==> src/rtl/eth_irq_pkg.sv <==
// Shared types and default widths for the Ethernet interrupt coalescer.
// Per-channel FSM encoding is exposed on dbg_state so checkers can bind to it.
package eth_irq_pkg;

  localparam int CNT_W_DEF = 8;
  localparam int TMR_W_DEF = 16;

  typedef enum logic [1:0] {
    IDLE  = 2'd0,
    ACCUM = 2'd1,
    FIRE  = 2'd2
  } chan_state_e;

endpackage

==> src/rtl/eth_irq_coalesce_chan.sv <==
// One coalescing channel: counts event pulses and fires on threshold or timeout.
// irq_event and irq_ack are single-cycle pulses sampled on every rising clock edge.
module eth_irq_coalesce_chan
  import eth_irq_pkg::*;
#(
  parameter int CNT_W = CNT_W_DEF,
  parameter int TMR_W = TMR_W_DEF
) (
  input  logic              clock,
  input  logic              rst,
  input  logic              irq_event,
  input  logic              irq_ack,
  input  logic              cfg_enable,
  input  logic [CNT_W-1:0]  cfg_count_thresh,
  input  logic [TMR_W-1:0]  cfg_timeout,
  output logic              pending,
  output logic [CNT_W-1:0]  fire_count,
  output chan_state_e       state
);

  chan_state_e      state_d;
  logic [CNT_W-1:0] count, count_d, count_inc;
  logic [TMR_W-1:0] timer, timer_d, timer_inc;
  logic [CNT_W-1:0] missed, missed_d, missed_inc;
  logic             pending_d;
  logic [CNT_W-1:0] fire_count_d;
  logic [CNT_W-1:0] eff_thresh;
  logic [TMR_W:0]   timer_p1;
  logic             thresh_hit, timeout_hit;

  always_ff @(posedge clock or posedge rst) begin
    if (rst) begin
      state      <= IDLE;
      count      <= '0;
      timer      <= '0;
      missed     <= '0;
      pending    <= 1'b0;
      fire_count <= '0;
    end else begin
      state      <= state_d;
      count      <= count_d;
      timer      <= timer_d;
      missed     <= missed_d;
      pending    <= pending_d;
      fire_count <= fire_count_d;
    end
  end

  always_comb begin
    state_d      = state;
    count_d      = count;
    timer_d      = timer;
    missed_d     = missed;
    pending_d    = pending;
    fire_count_d = fire_count;

    // Saturating increments; the compare uses a widened timer so timer+1 never wraps.
    count_inc   = (irq_event && !(&count))  ? count + 1'b1  : count;
    missed_inc  = (irq_event && !(&missed)) ? missed + 1'b1 : missed;
    timer_inc   = (&timer) ? timer : timer + 1'b1;
    timer_p1    = {1'b0, timer} + {{TMR_W{1'b0}}, 1'b1};
    eff_thresh  = (cfg_count_thresh == '0) ? CNT_W'(1) : cfg_count_thresh;
    thresh_hit  = (count_inc >= eff_thresh);
    timeout_hit = (cfg_timeout != '0) && (timer_p1 == {1'b0, cfg_timeout});

    if (!cfg_enable) begin
      state_d   = IDLE;
      count_d   = '0;
      timer_d   = '0;
      missed_d  = '0;
      pending_d = 1'b0;
    end else begin
      unique case (state)
        IDLE: begin
          if (irq_event) begin
            state_d = ACCUM;
            count_d = CNT_W'(1);
            timer_d = '0;
          end
        end
        ACCUM: begin
          if (thresh_hit || timeout_hit) begin
            state_d      = FIRE;
            pending_d    = 1'b1;
            fire_count_d = count_inc;
            missed_d     = '0;
          end else begin
            count_d = count_inc;
            timer_d = timer_inc;
          end
        end
        FIRE: begin
          missed_d = missed_inc;
          if (irq_ack) begin
            pending_d = 1'b0;
            missed_d  = '0;
            timer_d   = '0;
            // Events that arrived while fired seed the next accumulation window.
            if (missed_inc != '0) begin
              state_d = ACCUM;
              count_d = missed_inc;
            end else begin
              state_d = IDLE;
              count_d = '0;
            end
          end
        end
        default: state_d = IDLE;
      endcase
    end
  end

endmodule

==> src/rtl/eth_irq_coalesce.sv <==
// Top of the interrupt coalescer: reset synchroniser, per-channel FSMs and
// the registered interrupt line (one cycle behind the OR of pending).
module eth_irq_coalesce
  import eth_irq_pkg::*;
#(
  parameter int N_CHANNELS = 4,
  parameter int CNT_W      = CNT_W_DEF,
  parameter int TMR_W      = TMR_W_DEF
) (
  input  logic                        clock,
  input  logic                        async_reset,
  input  logic [N_CHANNELS-1:0]       irq_event,
  input  logic [N_CHANNELS-1:0]       irq_ack,
  input  logic [N_CHANNELS-1:0]       cfg_enable,
  input  logic [CNT_W-1:0]            cfg_count_thresh,
  input  logic [TMR_W-1:0]            cfg_timeout,
  output logic [N_CHANNELS-1:0]       pending,
  output logic [N_CHANNELS*CNT_W-1:0] fire_count,
  output logic                        interrupt,
  output logic [2*N_CHANNELS-1:0]     dbg_state
);

  logic [1:0] rst_sync;
  logic       rst;

  // Assertion propagates asynchronously; release waits two clock edges.
  always_ff @(posedge clock or posedge async_reset) begin
    if (async_reset) rst_sync <= 2'b11;
    else             rst_sync <= {rst_sync[0], 1'b0};
  end
  assign rst = rst_sync[1];

  for (genvar i = 0; i < N_CHANNELS; i++) begin : g_chan
    chan_state_e chan_state;

    eth_irq_coalesce_chan #(
      .CNT_W (CNT_W),
      .TMR_W (TMR_W)
    ) u_chan (
      .clock            (clock),
      .rst              (rst),
      .irq_event        (irq_event[i]),
      .irq_ack          (irq_ack[i]),
      .cfg_enable       (cfg_enable[i]),
      .cfg_count_thresh (cfg_count_thresh),
      .cfg_timeout      (cfg_timeout),
      .pending          (pending[i]),
      .fire_count       (fire_count[i*CNT_W +: CNT_W]),
      .state            (chan_state)
    );

    assign dbg_state[2*i +: 2] = chan_state;
  end

  always_ff @(posedge clock or posedge rst) begin
    if (rst) interrupt <= 1'b0;
    else     interrupt <= |pending;
  end

endmodule
==> config.mk <==
export PLATFORM = sky130hd
export DESIGN_NAME = eth_irq_coalesce
export DESIGN_NICKNAME = d
export VERILOG_FILES = /design/src/rtl/eth_irq_pkg.sv /design/src/rtl/eth_irq_coalesce_chan.sv /design/src/rtl/eth_irq_coalesce.sv
export SDC_FILE = /design/constraint.sdc
export NUM_CORES = 1
export LEC_CHECK = 0
export ABC_CLOCK_PERIOD_IN_PS = 8600
export BUFFER_PORTS_ARGS = -buffer_cell sky130_fd_sc_hd__buf_4
export CAP_MARGIN = 10
export CELL_PAD_IN_SITES_DETAIL_PLACEMENT = 1
export CELL_PAD_IN_SITES_GLOBAL_PLACEMENT = 1
export CORE_MARGIN = 4
export CORE_UTILIZATION = 51
export CTS_CLUSTER_DIAMETER = 80
export CTS_CLUSTER_SIZE = 40
export DETAILED_ROUTE_END_ITERATION = 7
export GPL_TIMING_DRIVEN = 1
export PLACE_DENSITY_LB_ADDON = 0.12
export SYNTH_ARGS = -nofsm -noshare
export SYNTH_HDL_FRONTEND = slang
export SYNTH_SLANG_ARGS = --single-unit
==> constraint.sdc <==
create_clock -name clock -period 8.6 [get_ports clock]
set_input_delay 1.72 -clock clock [delete_from_list [all_inputs] [get_ports clock]]
set_output_delay 1.72 -clock clock [all_outputs]
set_load 0.1 [all_outputs]
==> flow_summary.toml <==
[cts]
insertion_delay_ns = 0.45
ctsHoldBuffers = 0
clock_sinks = 175
cts_tree = "done"
post_cts_buffers = 0
clkTransAtPathRegs_ns = 0.07
cts_resized = 0
cts_max_level = 4
cts_buffers = 17
cts.path.max_buffers = 2
cts_root_buf = "clkbuf_16"

[drt]
initialDrtViolationCount = 1000
dr_total_vias = 13200
drc_errors = 0
avgRoutedWirePerCell_um = 22.8
vias_per_cell = 6.71
dr.pass1.iters = 5
totalWireLength_mm = 44.8
ant_nets = 0

[synth]
seq_area_frac_synth_pct = 31.9
synth-xor-area-share_pct = 8.27
ys_warn_count = 0
syn_inst = 1627
syn_avg_cell_area_um2 = 8.43
ys_ff_latch = 175
yosysTopAreaCell = "dfrtp_1"
yosys_most_used_dff = "dfrtp_1"
synth-simple-area-share_pct = 23.6
synthDistinctLibCells = 90
synth_fp_nets = 1729
synth_top_cell_area_share_pct = 31.6
synth_top_family_by_area = "simple AND/OR/NAND/NOR gates"
syn_area_um2 = 13700
synth_compound_area_share_pct = 19.6
muxShareOfSynthArea_pct = 5.90
yosysMostFrequentCell = "nand2_1"
synth_edf_count = 0
synth_top_cells_by_count = "nand2_1, dfrtp_1, nor2_1"
synth_area_leaders = "dfrtp_1, ha_1, nand2_1"
synth_async_sr_flop_share_pct = 100
synth_fa_ha_area_share_pct = 5.84

[worst_setup_path]
cp.required_ns = 8.93
slowest_stage = "nor2_1"
r2r_cells = 14
cp-startpoint = "irq_event[1]"
path_class = "in2reg"
cp_cell_sequence = "buf_4, inv_1, a31oi_1, nand2_1, xnor2_1, ha_1, a21o_1, a21oi_1, o21ai_0, a311o_1, nor2_1, nand2_1, o41ai_1"
start_kind = "input port"
cp_common_cell = "nand2_1"
critPathArrivalTime_ns = 5.50
max_stage_delay_ns = 0.54
worstPathMaxFanout = 11
r2r_end = "g_chan[1].u_chan.timer[13]$_DFFE_PP0P_"
endpoint = "g_chan[1].u_chan.timer[13]$_DFFE_PP0P_"
reg2reg_from = "g_chan[1].u_chan.count[0]$_DFFE_PP0P_"
reg2reg_slack_ns = 3.78
crit_path_end_kind = "flip-flop"

[floorplan]
initial_core_util_pct = 52.2
dieArea_um2 = 29600
num_rows = 59
core_area_um2 = 26300
die_y_um = 172
die_w_um = 172
pin_count = 83

[power]
powerDensity_nw_per_um2 = 180
p_leak_nw = 6.36
peakVddDrop_mv = 0.110
finalPower_mw = 2.69

[sta]
fin_crit_ns = 5.18
final.period_utilization_pct = 60.2
setup_viol = 0
finClkSkew_ns = 0.0195
maxSlewHeadroom_pct = 17.7
fmax_mhz = 193
fin_tns_setup_ns = 0
worstMarginPinSlew_ns = 1.22
final-hold-violation-count = 0
final_max_slew_viol_count = 0
rsz0062_at_grt = "no"

[global_routing]
grt_overflow = 0
grt_max_degree = 103
antenna_found_initial = 1
groute.usage.overall_pct = 30.2
grt_pass1_vias = 13500
grt_pass1_wl_mm = 72.2

[layout]
instances_no_fill = 1968
utilization_pct = 56.9
drive_above_1_share_pct = 12.2
nets = 1721
area_growth_pct = 8.92

[placement]
place_inst = 1935
portBuffers = 82
dp_hpwl_mm = 31.8
gp_congestion = 0.903

[run]
max_cap_viol_count = 0

[status]
status = "complete, no violations"

[hold_path]
worstHoldStart = "rst_sync[0]$_DFF_PP1_"
hp-class = "reg2reg"
-- critical path: cells and delay by family --
| family | cells | cell delay, ns |
|---|---|---|
| AOI/OAI and AO/OA | 6 | 1.78 |
| xor gates and xnor gates | 1 | 0.34 |
| adders and majority gates | 1 | 0.33 |
| buffers and inverters | 2 | 0.20 |
| and+or+nand+nor | 3 | 1.13 |
-- sequential cells by signal (all words and copies together) (netlist names) --
name,flops
g_chan.u_chan.fire_count,32
g_chan.u_chan.state,8
g_chan.u_chan.timer,64
g_chan.u_chan.count,32
g_chan.u_chan.missed,32
rst_sync,2
interrupt,1
g_chan.u_chan.pending,4
-- worst min path at each step --
stage / end / cells after the start
floorplan: rst_sync[1]$_DFF_PP1_ / 0
global placement: rst_sync[1]$_DFF_PP1_ / 0
detailed placement: rst_sync[1]$_DFF_PP1_ / 0
CTS: rst_sync[1]$_DFF_PP1_ / 0
global route: rst_sync[1]$_DFF_PP1_ / 0
finish: rst_sync[1]$_DFF_PP1_ / 0
-- per-stage QoR --
stage | cell area, um^2 | hold slack [ns] | setup slack, ns
finish | 14900 | 0.359 | 3.42
CTS | 14900 | 0.361 | 3.55
global route | 14900 | 0.363 | 3.21
detailed placement | 14300 | 0.351 | 3.10
floorplan | 13700 | 0.345 | 3.58
global placement | 14300 | 0.347 | 3.30
-- area by class of cell --
class,instances,area (um^2)
Fill cell,3125,11300
Multi-Input combinational cell,1288,8680
Sequential cell,175,4380
Timing Repair Buffer,89,668
Clock buffer,18,429
Tap cell,335,419
Inverter,48,185
Clock inverter,14,171
Antenna cell,1,2.50
-- kinds of logic after synthesis --
kind of cell | after synthesis
simple gates | 635
buf+inv | 164
compound gates | 385
other cells | 1
flops | 175
mux | 75
fa+ha+maj | 64
xor+xnor | 128
-- cells in the final DEF, fill, tap and decap left out, types with 19 or more instances in the layout --
cell       n
a22oi_1   33
xor2_1    46
o21ai_0   64
nor4_1    23
and3_1    28
ha_1      64
nand2_1  200
nand4_1   54
xnor2_1   81
buf_4     89
a31oi_1   19
mux2_2    47
nand3_1   65
dfrtp_1  173
a21oi_1   52
nor3_1    39
mux2i_1   28
inv_1     47
o31ai_1   30
o22ai_1   25
nor2_1   109
-- power breakdown --
group          switching, mW  internal [mW]
clock                  0.393          0.441
sequential            0.0575          0.857
combinational          0.670          0.277
-- metal layers --
layer	wire [um]	track usage, %
met3	2850	5.26
met2	21300	50.6
met5	0	0
met1	19700	40.4
met4	969	8.27
No activity file was read; power rests on OpenSTA's default activity.
